**config.mk**
```make
export PLATFORM = sky130hd
export DESIGN_NAME = mem_access_unit
export DESIGN_NICKNAME = d
export VERILOG_FILES = /design/src/rtl/mem_access_unit.sv
export SDC_FILE = /design/constraint.sdc
export NUM_CORES = 1
export LEC_CHECK = 0
export CAP_MARGIN = 20
export CORE_MARGIN = 2
export CORE_UTILIZATION = 47
export DETAILED_ROUTE_END_ITERATION = 10
export MAX_ROUTING_LAYER = met4
export PLACE_DENSITY = 0.81
export RECOVER_POWER = 25
export SLEW_MARGIN = 15
export SYNTH_ARGS = -nofsm -noshare
export SYNTH_HDL_FRONTEND = slang
export SYNTH_SLANG_ARGS = --single-unit
export TNS_END_PERCENT = 10
```
**constraint.sdc**
```tcl
create_clock -name Clk -period 3.1 [get_ports Clk]
set_clock_uncertainty 0.1 [all_clocks]
set_input_delay 0.62 -clock Clk [delete_from_list [all_inputs] [get_ports Clk]]
set_output_delay 0.62 -clock Clk [all_outputs]
set_load 0.005 [all_outputs]
```
**src/rtl/mem_access_unit.sv**
```systemverilog
// Load/store unit in front of Data_mem: byte/half/word accesses, RMW for sub-word stores.
// Optional MEM_ACCESS_STATS_EN adds saturating load/store/error counters.
module mem_access_unit #(
    parameter int MEM_WORDS = 2048
) (
    input  logic        Clk,
    input  logic        Reset,
    input  logic        Req_valid,
    output logic        Req_ready,
    input  logic        Req_store,
    input  logic [1:0]  Req_size,
    input  logic        Req_signed,
    input  logic [31:0] Req_addr,
    input  logic [31:0] Req_wdata,
    output logic        Rsp_valid,
    output logic [31:0] Rsp_rdata,
    output logic        Rsp_error,
    output logic [31:0] Mem_address,
    output logic [31:0] Mem_data_in,
    output logic        Mem_we,
    input  logic [31:0] Mem_data_out
`ifdef MEM_ACCESS_STATS_EN
    ,
    output logic [15:0] Load_count,
    output logic [15:0] Store_count,
    output logic [15:0] Error_count
`endif
);

    localparam logic [2:0] IDLE    = 3'd0;
    localparam logic [2:0] RD_ADDR = 3'd1;
    localparam logic [2:0] RD_DATA = 3'd2;
    localparam logic [2:0] WR      = 3'd3;
    localparam logic [2:0] RESP    = 3'd4;

    logic [2:0]  r_state;
    logic        r_store;
    logic [1:0]  r_size;
    logic        r_signed;
    logic [31:0] r_addr;
    logic [15:0] r_wdata;
    logic        r_err;
    // Holds the word-store data, then the merged word in WR, or the extended load result in RESP.
    logic [31:0] r_data;

    logic        w_err;
    logic        w_oob;
    logic [7:0]  w_rd_byte;
    logic [15:0] w_rd_half;
    logic [31:0] w_load_ext;
    logic [31:0] w_merge;

    assign w_oob = {2'b00, Req_addr[31:2]} >= 32'(MEM_WORDS);

    always_comb begin
        w_err = w_oob;
        case (Req_size)
            2'b01:   if (Req_addr[0]) w_err = 1'b1;
            2'b10:   if (Req_addr[1:0] != 2'b00) w_err = 1'b1;
            2'b11:   w_err = 1'b1;
            default: ;
        endcase
    end

    assign w_rd_byte = Mem_data_out[{r_addr[1:0], 3'b000} +: 8];
    assign w_rd_half = Mem_data_out[{r_addr[1], 4'b0000} +: 16];

    always_comb begin
        w_load_ext = Mem_data_out;
        case (r_size)
            2'b00:   w_load_ext = {{24{r_signed & w_rd_byte[7]}}, w_rd_byte};
            2'b01:   w_load_ext = {{16{r_signed & w_rd_half[15]}}, w_rd_half};
            default: ;
        endcase
    end

    always_comb begin
        w_merge = Mem_data_out;
        if (r_size == 2'b00)
            w_merge[{r_addr[1:0], 3'b000} +: 8] = r_wdata[7:0];
        else
            w_merge[{r_addr[1], 4'b0000} +: 16] = r_wdata;
    end

    always_ff @(posedge Clk) begin
        if (Reset) begin
            r_state  <= IDLE;
            r_store  <= 1'b0;
            r_size   <= 2'b00;
            r_signed <= 1'b0;
            r_addr   <= 32'd0;
            r_wdata  <= 16'd0;
            r_err    <= 1'b0;
            r_data   <= 32'd0;
        end else begin
            case (r_state)
                IDLE: begin
                    if (Req_valid) begin
                        r_store  <= Req_store;
                        r_size   <= Req_size;
                        r_signed <= Req_signed;
                        r_addr   <= Req_addr;
                        r_wdata  <= Req_wdata[15:0];
                        r_err    <= w_err;
                        if (w_err) begin
                            r_data  <= 32'd0;
                            r_state <= RESP;
                        end else if (Req_store && Req_size == 2'b10) begin
                            r_data  <= Req_wdata;
                            r_state <= WR;
                        end else begin
                            r_data  <= 32'd0;
                            r_state <= RD_ADDR;
                        end
                    end
                end
                RD_ADDR: r_state <= RD_DATA;
                RD_DATA: begin
                    r_data  <= r_store ? w_merge : w_load_ext;
                    r_state <= r_store ? WR : RESP;
                end
                WR: begin
                    r_data  <= 32'd0;
                    r_state <= RESP;
                end
                RESP: begin
                    r_err   <= 1'b0;
                    r_data  <= 32'd0;
                    r_state <= IDLE;
                end
                default: r_state <= IDLE;
            endcase
        end
    end

    assign Req_ready   = (r_state == IDLE);
    assign Rsp_valid   = (r_state == RESP);
    assign Rsp_error   = (r_state == RESP) && r_err;
    assign Rsp_rdata   = (r_state == RESP) ? r_data : 32'd0;
    assign Mem_address = (r_state != IDLE) ? {2'b00, r_addr[31:2]} : 32'd0;
    assign Mem_we      = (r_state == WR);
    assign Mem_data_in = (r_state == WR) ? r_data : 32'd0;

`ifdef MEM_ACCESS_STATS_EN
    logic [15:0] r_load_cnt;
    logic [15:0] r_store_cnt;
    logic [15:0] r_err_cnt;

    always_ff @(posedge Clk) begin
        if (Reset) begin
            r_load_cnt  <= 16'd0;
            r_store_cnt <= 16'd0;
            r_err_cnt   <= 16'd0;
        end else if (r_state == RESP) begin
            if (r_err) begin
                if (r_err_cnt != 16'hFFFF) r_err_cnt <= r_err_cnt + 16'd1;
            end else if (r_store) begin
                if (r_store_cnt != 16'hFFFF) r_store_cnt <= r_store_cnt + 16'd1;
            end else begin
                if (r_load_cnt != 16'hFFFF) r_load_cnt <= r_load_cnt + 16'd1;
            end
        end
    end

    assign Load_count  = r_load_cnt;
    assign Store_count = r_store_cnt;
    assign Error_count = r_err_cnt;
`endif

endmodule
```
==> flow_summary.yaml, run 1 <==
outcome:
  status: "complete, no violations"
clock_tree:
  clkTransAtPathRegs_ps: 70
  numCtsBuffers: 9
  clk_latency_ps: 350
  cts_resized: 0
  cts_buffer_depth: 2
  htreeDepth: 3
  postCtsSetupBuffers: 0
  cts_tree: "done"
  cts_root_buffer: "clkbuf_16"
  ctsHoldBuffers: 0
  cts_sinks: 88
placed_design:
  pre_cts_slack_ps: 143
  gp_congestion: 0.946
  detailed_place_hpwl_mm: 15.4
  dpl_cell_area_um2: 8370
  port_buffers: 200
logic_synthesis:
  synth_cell_type_count: 52
  ys_ff_latch: 88
  synth_cells: 815
  synth-async-reset-ratio_pct: 0
  ys_warn_count: 0
  avgSynthCellArea_um2: 7.67
  synth_edf_count: 0
  syn_area_um2: 6250
  synthFlopType: "dfxtp_1"
  ys_seq_area_share_pct: 28.2
route:
  vias: 6932
  drc: 0
  dr.pass1.iters: 5
  viasPerCell: 6.02
  post_drt_wl_per_cell_um: 18.9
  drtAntennaViolNets: 0
  routed_wl_mm: 21.8
  drt_first_iter_violations: 550
global_routing:
  grt_start_max_net_pins: 65
  grt_pass1_wl_mm: 34.3
  grt_pass1_vias: 6484
  antenna_found_initial: 0
  grt_usage_pct: 31.0
  grt-ovfl-total: 0
timing:
  rsz0062_at_grt: "false"
  hold_viol: 0
  fin_crit_sh_pct: 89.3
  fin_setup_tns_ps: 0
  drv_slew: 0
  fin_ws_ps: 332
  timing.fmax_mhz: 361
  tightest_slew_ps: 1190
  period_needed_ps: 2770
  setup_violations: 0
  whs_ps: 350
  maxSlewHeadroom_pct: 20.7
pwr:
  power.switching_mw: 1.25
  p_comb_share_pct: 32.7
  p_leak_nw: 3.18
  p_per_area_nw_per_um2: 415
  p_seq_share_pct: 37.6
  clockPowerShare_pct: 29.7
  vdd_drop_max_v: 0.000378
  power.internal_mw: 2.34
  switching_share_pct: 34.8
worst_setup_path:
  cp-start-kind: "register"
  cp.arrival_ps: 2050
  crit_type: "reg -> out"
  end_kind: "output port"
  crit_fanout: 32
  required_ps: 2380
floorplanning:
  die_x_um: 119
  die_y_um: 119
  start_util_pct: 47.6
  core_area_um2: 13100
  ios: 203
  rows: 42
  dieArea_um2: 14200
layout:
  diodes: 0
  drive_gt1_share_pct: 7.89
  syn2layout_area_growth_pct: 38.3
  stdcell_area_um2: 8650
  fin_nets: 1082
hold_path:
  min_path_type: "reg -> reg"
job:
  max_cap_viol_count: 0
## layout make-up
class,instances,area [um2]
flip-flops and latches,88,1760
repair buffers,227,2240
clock inverters,5,41.3
inverters,10,37.5
fillers,1122,4490
multi-input cells,635,4100
well taps,176,220
clock buffers,11,243
## flip-flops by register name (all words and copies together) (netlist names)
register	flops
r_state	3
r_signed	1
r_wdata	16
r_store	1
r_err	1
r_size	2
r_data	32
r_addr	32
## layout by cell type (no fill, tap or decap), types with 2 or more instances in the layout
cell type,instances
clkbuf_1,3
nor2b_1,31
and2_1,4
o21a_1,8
nand3b_1,2
buf_12,4
a311oi_1,7
a221oi_2,10
a211oi_2,12
nor4_1,4
o21ai_0,9
a211oi_1,30
nor2_2,2
dfxtp_1,87
a211o_1,8
o32a_1,7
nand3_1,36
mux2i_1,32
a221o_1,16
o311a_1,7
clkbuf_16,9
a221oi_1,22
ha_1,8
nor2_1,43
o22ai_1,7
nor3_1,4
buf_4,20
inv_1,9
nand2b_1,41
a31oi_1,3
a21oi_1,86
and3_1,65
clkinv_4,2
or2_2,2
nand2_1,111
conb_1,2
mux2_2,2
clkdlybuf4s50_1,199
## Yosys cell counts, types with 5 or more instances
library cell | n | area [um2]
nand2_1 | 111 | 417
dfxtp_1 | 88 | 1760
a21oi_1 | 86 | 430
and3_1 | 65 | 407
clkbuf_1 | 49 | 184
nor2_1 | 44 | 165
nand2b_1 | 41 | 257
nand3_1 | 36 | 180
mux2i_1 | 32 | 320
nor2b_1 | 31 | 194
a211oi_1 | 30 | 225
buf_2 | 24 | 120
a221oi_1 | 22 | 193
a221o_1 | 16 | 160
a211oi_2 | 12 | 150
a221oi_2 | 10 | 150
inv_1 | 9 | 33.8
o21ai_0 | 9 | 45.0
a211o_1 | 8 | 70.1
ha_1 | 8 | 100
o21a_1 | 8 | 60.1
a311oi_1 | 7 | 61.3
o22ai_1 | 7 | 43.8
o311a_1 | 7 | 70.1
o32a_1 | 7 | 70.1
buf_4 | 5 | 37.5
## kinds of logic (layout without fill, tap and decap cells)
kind of cell | after synthesis | in the layout | synth area share (%)
muxes | 35 | 35 | 5.84
AOI/OAI and AO/OA | 237 | 237 | 28.9
and+or+nand+nor | 353 | 353 | 28.9
buffers and inverters | 93 | 253 | 6.60
DFF | 88 | 88 | 28.2
other | 1 | 2 | 0.0600
adders and majority gates | 8 | 8 | 1.60
## worst max-delay path, cell delays in order (launching register included)
cell             delay, ps
dfxtp_1                450
nor2b_2                220
buf_4                  290
and3_1                 200
clkdlybuf4s50_1        500
## final timing paths
path | start | endpoint | slack (ps) | cells after the start
max | r_state[1] | Mem_data_in[20] | 330 | 4
min | r_addr[3] | r_addr[3] | 350 | 2
max reg2reg | r_addr[0] | r_data[14] | 380 | 7
min reg2reg | r_addr[3] | r_addr[3] | 350 | 2
## metal layers
metal	share of wire [%]	GRT usage [%]	up-vias
met1	40	36.5	3242
met4	4.4	14.6	0
met5	0	-	-
li1	-	-	3296
met3	8.8	8.24	54
met2	47	49.5	340
## metrics by stage
step           power [mW]  instances  util [%]
6_report             3.59       1152      65.8
5_1_grt              3.76       1152      65.8
4_1_cts              3.59       1152      65.9
3_5_place_dp         2.53       1136      63.7
3_3_place_gp         2.51       1136      63.7
2_1_floorplan        2.05        816         -
## power groups by stage
stage / Combinational (mW) / Sequential [mW] / Clock [mW]
after floorplan: 0.732 / 1.32 / 0
after global placement: 1.15 / 1.37 / 0
after detailed placement: 1.16 / 1.37 / 0
after CTS: 1.16 / 1.35 / 1.07
after global routing: 1.27 / 1.36 / 1.13
final: 1.17 / 1.35 / 1.07
(Power assumes the default switching activity.)
==> run 2: changes to the inputs <==
Settings changed: CORE_UTILIZATION 47 to 37, PLACE_DENSITY 0.81 to 0.67.
==> run 2 against run 1 <==
Via count is 2.4% lower. Maximum frequency is 1.6% higher. Routed wire length is 2.1% higher. First-iteration DRC count is 14% lower.
==> flow_summary.yaml, run 2 (synthesis results as in run 1) <==
placed_design:
  gp_congestion: 0.934
  place_inst: 1181
  port_buffers: 200
  detailed_place_hpwl_mm: 16.1
worst_setup_path:
  cp-start-kind: "register"
  rr_endpoint: "r_addr[2]"
  reg2reg_slack_ps: 630
  crit_type: "reg -> out"
  cp_top_family: "buffers and inverters"
  cp_cell_sequence: "nor2b_2 -> buf_4 -> and2_1 -> clkdlybuf4s50_1"
  cp.arrival_ps: 2000
  reg2regPathDepth: 6
  crit_fanout: 34
  end_kind: "output port"
  critical_path_buf_inv_count: 2
  cpMaxStageDelayCell: "clkdlybuf4s50_1"
  worst_path_largest_cell_delay_ps: 540
  reg2reg_from: "r_state[0]"
  required_ps: 2380
route:
  dr.pass1.iters: 6
  drt_first_iter_violations: 471
  post_drt_wl_per_cell_um: 18.6
  vias: 6769
  routed_wl_mm: 22.3
  drc: 0
  viasPerCell: 5.65
  drtAntennaViolNets: 0
pwr:
  p_leak_nw: 3.17
  p_comb_share_pct: 33.6
  power.switching_mw: 1.20
  p_seq_share_pct: 38.4
  power.internal_mw: 2.31
  clockPowerShare_pct: 28.0
  vdd_drop_max_v: 0.000295
  p_per_area_nw_per_um2: 404
  switching_share_pct: 34.2
floorplanning:
  rows: 47
  start_util_pct: 37.8
  ios: 203
  die_y_um: 134
  dieArea_um2: 18000
  die_x_um: 134
  core_area_um2: 16500
hold_path:
  hold_depth: 2
  min_path_type: "reg -> reg"
  holdPathEnd: "r_addr[2]"
  hold_start: "r_addr[2]"
global_routing:
  grt_use_met3_pct: 6.01
  antenna_found_initial: 1
  grt_start_max_net_pins: 65
  grt_pass1_wl_mm: 34.9
  grt_usage_pct: 25.2
  top_usage_layer: "met2"
  grt-ovfl-total: 0
  use_met1_pct: 30.6
  use_met2_pct: 40.3
  grt_pass1_vias: 6327
clock_tree:
  cts_sinks: 88
  clkTransAtPathRegs_ps: 60
  postCtsSetupBuffers: 0
  htreeDepth: 3
  cts_buffer_depth: 2
  ctsHoldBuffers: 0
  cts_root_buffer: "clkbuf_16"
  numCtsBuffers: 9
  cts_tree: "done"
  clk_latency_ps: 350
  cts_resized: 0
layout:
  final_cell_mix: "clkdlybuf4s50_1 (199), nand2_1 (111), dfxtp_1 (87), a21oi_1 (86), and3_1 (65)"
  drive_gt1_share_pct: 7.89
  final_cells: 1197
  top_regs: "r_addr x32, r_data x32, r_wdata x16"
  fin_nets: 1083
  syn2layout_area_growth_pct: 39.2
  final_common_cell: "clkdlybuf4s50_1"
  fin_util_pct: 52.7
timing:
  setup_violations: 0
  rsz0062_at_grt: "false"
  maxSlewHeadroom_pct: 26.0
  drv_slew: 0
  timing.fmax_mhz: 367
  period_needed_ps: 2720
  tightest_slew_ps: 1110
  fin_crit_sh_pct: 87.9
  fin_setup_tns_ps: 0
  hold_viol: 0
job:
  max_cap_viol_count: 0
outcome:
  status: "complete, no violations"
[run 2: layer usage]
layer  share of wire [%]  vias to the layer above
met5                   0                        -
met4                 3.6                        0
met3                 8.1                       40
met2                  46                      297
met1                  42                     3134
li1                    -                     3298
[run 2: worst max path at each step]
stage	cells after the start	endpoint	slack, ps	start
floorplan	8	r_data[23]	870	Req_size[0]
global placement	9	r_state[2]	200	Req_size[1]
detailed placement	9	r_state[2]	140	Req_size[0]
CTS	4	Mem_we	370	r_state[1]
global route	4	Mem_we	260	r_state[1]
finish	4	Mem_we	380	r_state[1]
[run 2: cell type report]
type | instances | area, um2
Antenna cell | 1 | 2.50
Multi-Input combinational cell | 635 | 4100
Sequential cell | 88 | 1760
Inverter | 10 | 37.5
Timing Repair Buffer | 228 | 2260
Clock inverter | 3 | 20.0
Clock buffer | 12 | 236
Tap cell | 220 | 275
Fill cell | 1623 | 7820
[run 2: power by group through the flow]
| stage | Combinational, mW | Sequential, mW | Clock [mW] |
|---|---|---|---|
| after floorplan | 0.732 | 1.32 | 0 |
| after global placement | 1.17 | 1.37 | 0 |
| after detailed placement | 1.17 | 1.37 | 0 |
| after CTS | 1.18 | 1.35 | 1.01 |
| after global routing | 1.29 | 1.36 | 1.06 |
| final | 1.18 | 1.35 | 0.984 |
[run 2: worst reg2reg max path, delay by kind of cell, from the launching register on]
family	cells	cell delay [ps]
DFF	1	390
AOI/OAI and AO/OA	1	150
and+or+nand+nor	3	570
buffers and inverters	2	1190
[run 2: per-stage QoR]
stage                     setup WS, ps  cell area, um2  hold slack, ps  power [mW]
after floorplan                    875            6260             332        2.05
after global placement             196            8450             337        2.54
after detailed placement           138            8450             343        2.54
after CTS                          366            8700             352        3.53
after global routing               263            8700             368        3.70
final                              376            8700             349        3.51
==> run 3: changes to the inputs <==
Clock period 3.1 ns to 3.43 ns, I/O delays scaled along.
==> run 3 against run 2 <==
Cell count barely moved. Total power is 7.7% lower. Die area unchanged. Combinational power down 10%. Flip-flop and latch count stayed put. Setup slack better by 190 ps. First-iteration DRC count increased by 14%. Via count is 0.15% lower. Sequential share of layout area increased by 0.053 points. Count of clock-buffer cells in the layout shrank 1. Design area shrank 0.26%. Sequential power decreased by 9.6%. Largest power group unchanged. Highest routed layer unchanged.
==> flow_summary.yaml, run 3 (synthesis results as in run 1) <==
outcome:
  status: "complete, no violations"
global_routing:
  grt_start_max_net_pins: 55
  grt-ovfl-total: 0
  antenna_found_initial: 0
  grt_pass1_wl_mm: 34.9
  grt_pass1_vias: 6220
  grt_usage_pct: 25.0
clock_tree:
  clk_latency_ps: 350
  cts_root_buffer: "clkbuf_16"
  cts_tree: "done"
  cts_buffer_depth: 2
  htreeDepth: 3
  cts_sinks: 88
  numCtsBuffers: 9
  cts_resized: 0
  ctsHoldBuffers: 0
  postCtsSetupBuffers: 0
  clkTransAtPathRegs_ps: 70
timing:
  fin_crit_sh_pct: 83.6
  timing.fmax_mhz: 349
  maxSlewHeadroom_pct: 26.4
  hold_viol: 0
  setup_violations: 0
  period_needed_ps: 2870
  fin_setup_tns_ps: 0
  rsz0062_at_grt: "false"
  drv_slew: 0
  tightest_slew_ps: 1100
pwr:
  vdd_drop_max_v: 0.000286
  p_comb_share_pct: 32.5
  p_per_area_nw_per_um2: 374
  switching_share_pct: 34.5
  power.internal_mw: 2.13
  clockPowerShare_pct: 29.8
  p_leak_nw: 3.17
  power_mw: 3.24
  p_seq_share_pct: 37.6
  power.switching_mw: 1.12
layout:
  top_regs: "r_addr x32, r_data x32, r_wdata x16"
  final_common_cell: "clkdlybuf4s50_1"
  fin_nets: 1082
  stdcell_area_um2: 8680
  syn2layout_area_growth_pct: 38.8
  fin_util_pct: 52.5
  drive_gt1_share_pct: 7.99
  final_cell_mix: "clkdlybuf4s50_1 (199), nand2_1 (111), dfxtp_1 (87), a21oi_1 (86), and3_1 (65)"
  diodes: 0
floorplanning:
  die_y_um: 134
  die_x_um: 134
  dieArea_um2: 18000
  core_area_um2: 16500
  rows: 47
  start_util_pct: 37.8
  ios: 203
placed_design:
  detailed_place_hpwl_mm: 16.0
  dpl_cell_area_um2: 8400
  gp_congestion: 0.973
  port_buffers: 200
route:
  drc: 0
  dr.pass1.iters: 5
  post_drt_wl_per_cell_um: 18.7
  viasPerCell: 5.65
  routed_wl_mm: 22.4
  drtAntennaViolNets: 0
  drt_first_iter_violations: 535
  vias: 6759
worst_setup_path:
  worst_path_largest_cell_delay_ps: 590
  cp_top_family: "buffers and inverters"
  cp.arrival_ps: 2080
  cp-start-kind: "register"
  crit_type: "reg -> out"
  required_ps: 2640
  crit_top_cell: "buf_4"
  crit_fanout: 38
  cp_cell_sequence: "buf_4 -> nor3_1 -> buf_4 -> clkdlybuf4s50_1"
  end_kind: "output port"
  critical_path_buf_inv_count: 3
  cpMaxStageDelayCell: "clkdlybuf4s50_1"
hold_path:
  min_path_type: "reg -> reg"
job:
  max_cap_viol_count: 0
run 3: cell type report:
type	instances	area, um2
clock buffer	11	253
tap	220	275
multi-input combinational	635	4090
inverter	10	37.5
clock inverter	5	38.8
sequential	88	1760
timing repair buffer	227	2220
fill	1606	7850
run 3: per-layer routing:
metal  GRT usage (%)  vias up  wire (um)
met4            9.40        0        803
li1                -     3297          -
met1            31.1     3112       9480
met3            6.27       46       1840
met5               -        -          0
met2            39.3      304      10200
run 3: power groups by stage:
stage	registers (mW)	logic (mW)	clock network, mW
final	1.22	1.06	0.968
after global routing	1.23	1.15	1.03
after CTS	1.22	1.05	0.995
after detailed placement	1.24	1.05	0
after global placement	1.24	1.04	0
after floorplan	1.19	0.662	0
run 3: final timing paths:
check                                start          to  slack (ps)  cells after the start
worst max-delay path            r_state[2]   Req_ready         560                      4
worst min register to register  r_addr[30]  r_addr[30]         350                      2
worst min-delay path            r_addr[30]  r_addr[30]         350                      2
worst max register to register  r_state[2]  r_wdata[1]         590                      7
run 3: worst reg2reg max path: cells and delay by family, from the launching register on:
| family | cells | cell delay (ps) |
|---|---|---|
| AO/OA/AOI/OAI | 1 | 130 |
| buffers and inverters | 3 | 990 |
| flip-flops | 1 | 310 |
| AND/OR/NAND/NOR | 3 | 1260 |
run 3: per-stage QoR:
| step | hold WS (ps) | instances | worst slack (ps) |
|---|---|---|---|
| floorplan | 332 | 816 | 1140 |
| global placement | 337 | 1180 | 451 |
| detailed placement | 343 | 1180 | 380 |
| CTS | 353 | 1196 | 544 |
| global route | 371 | 1196 | 270 |
| finish | 350 | 1196 | 561 |
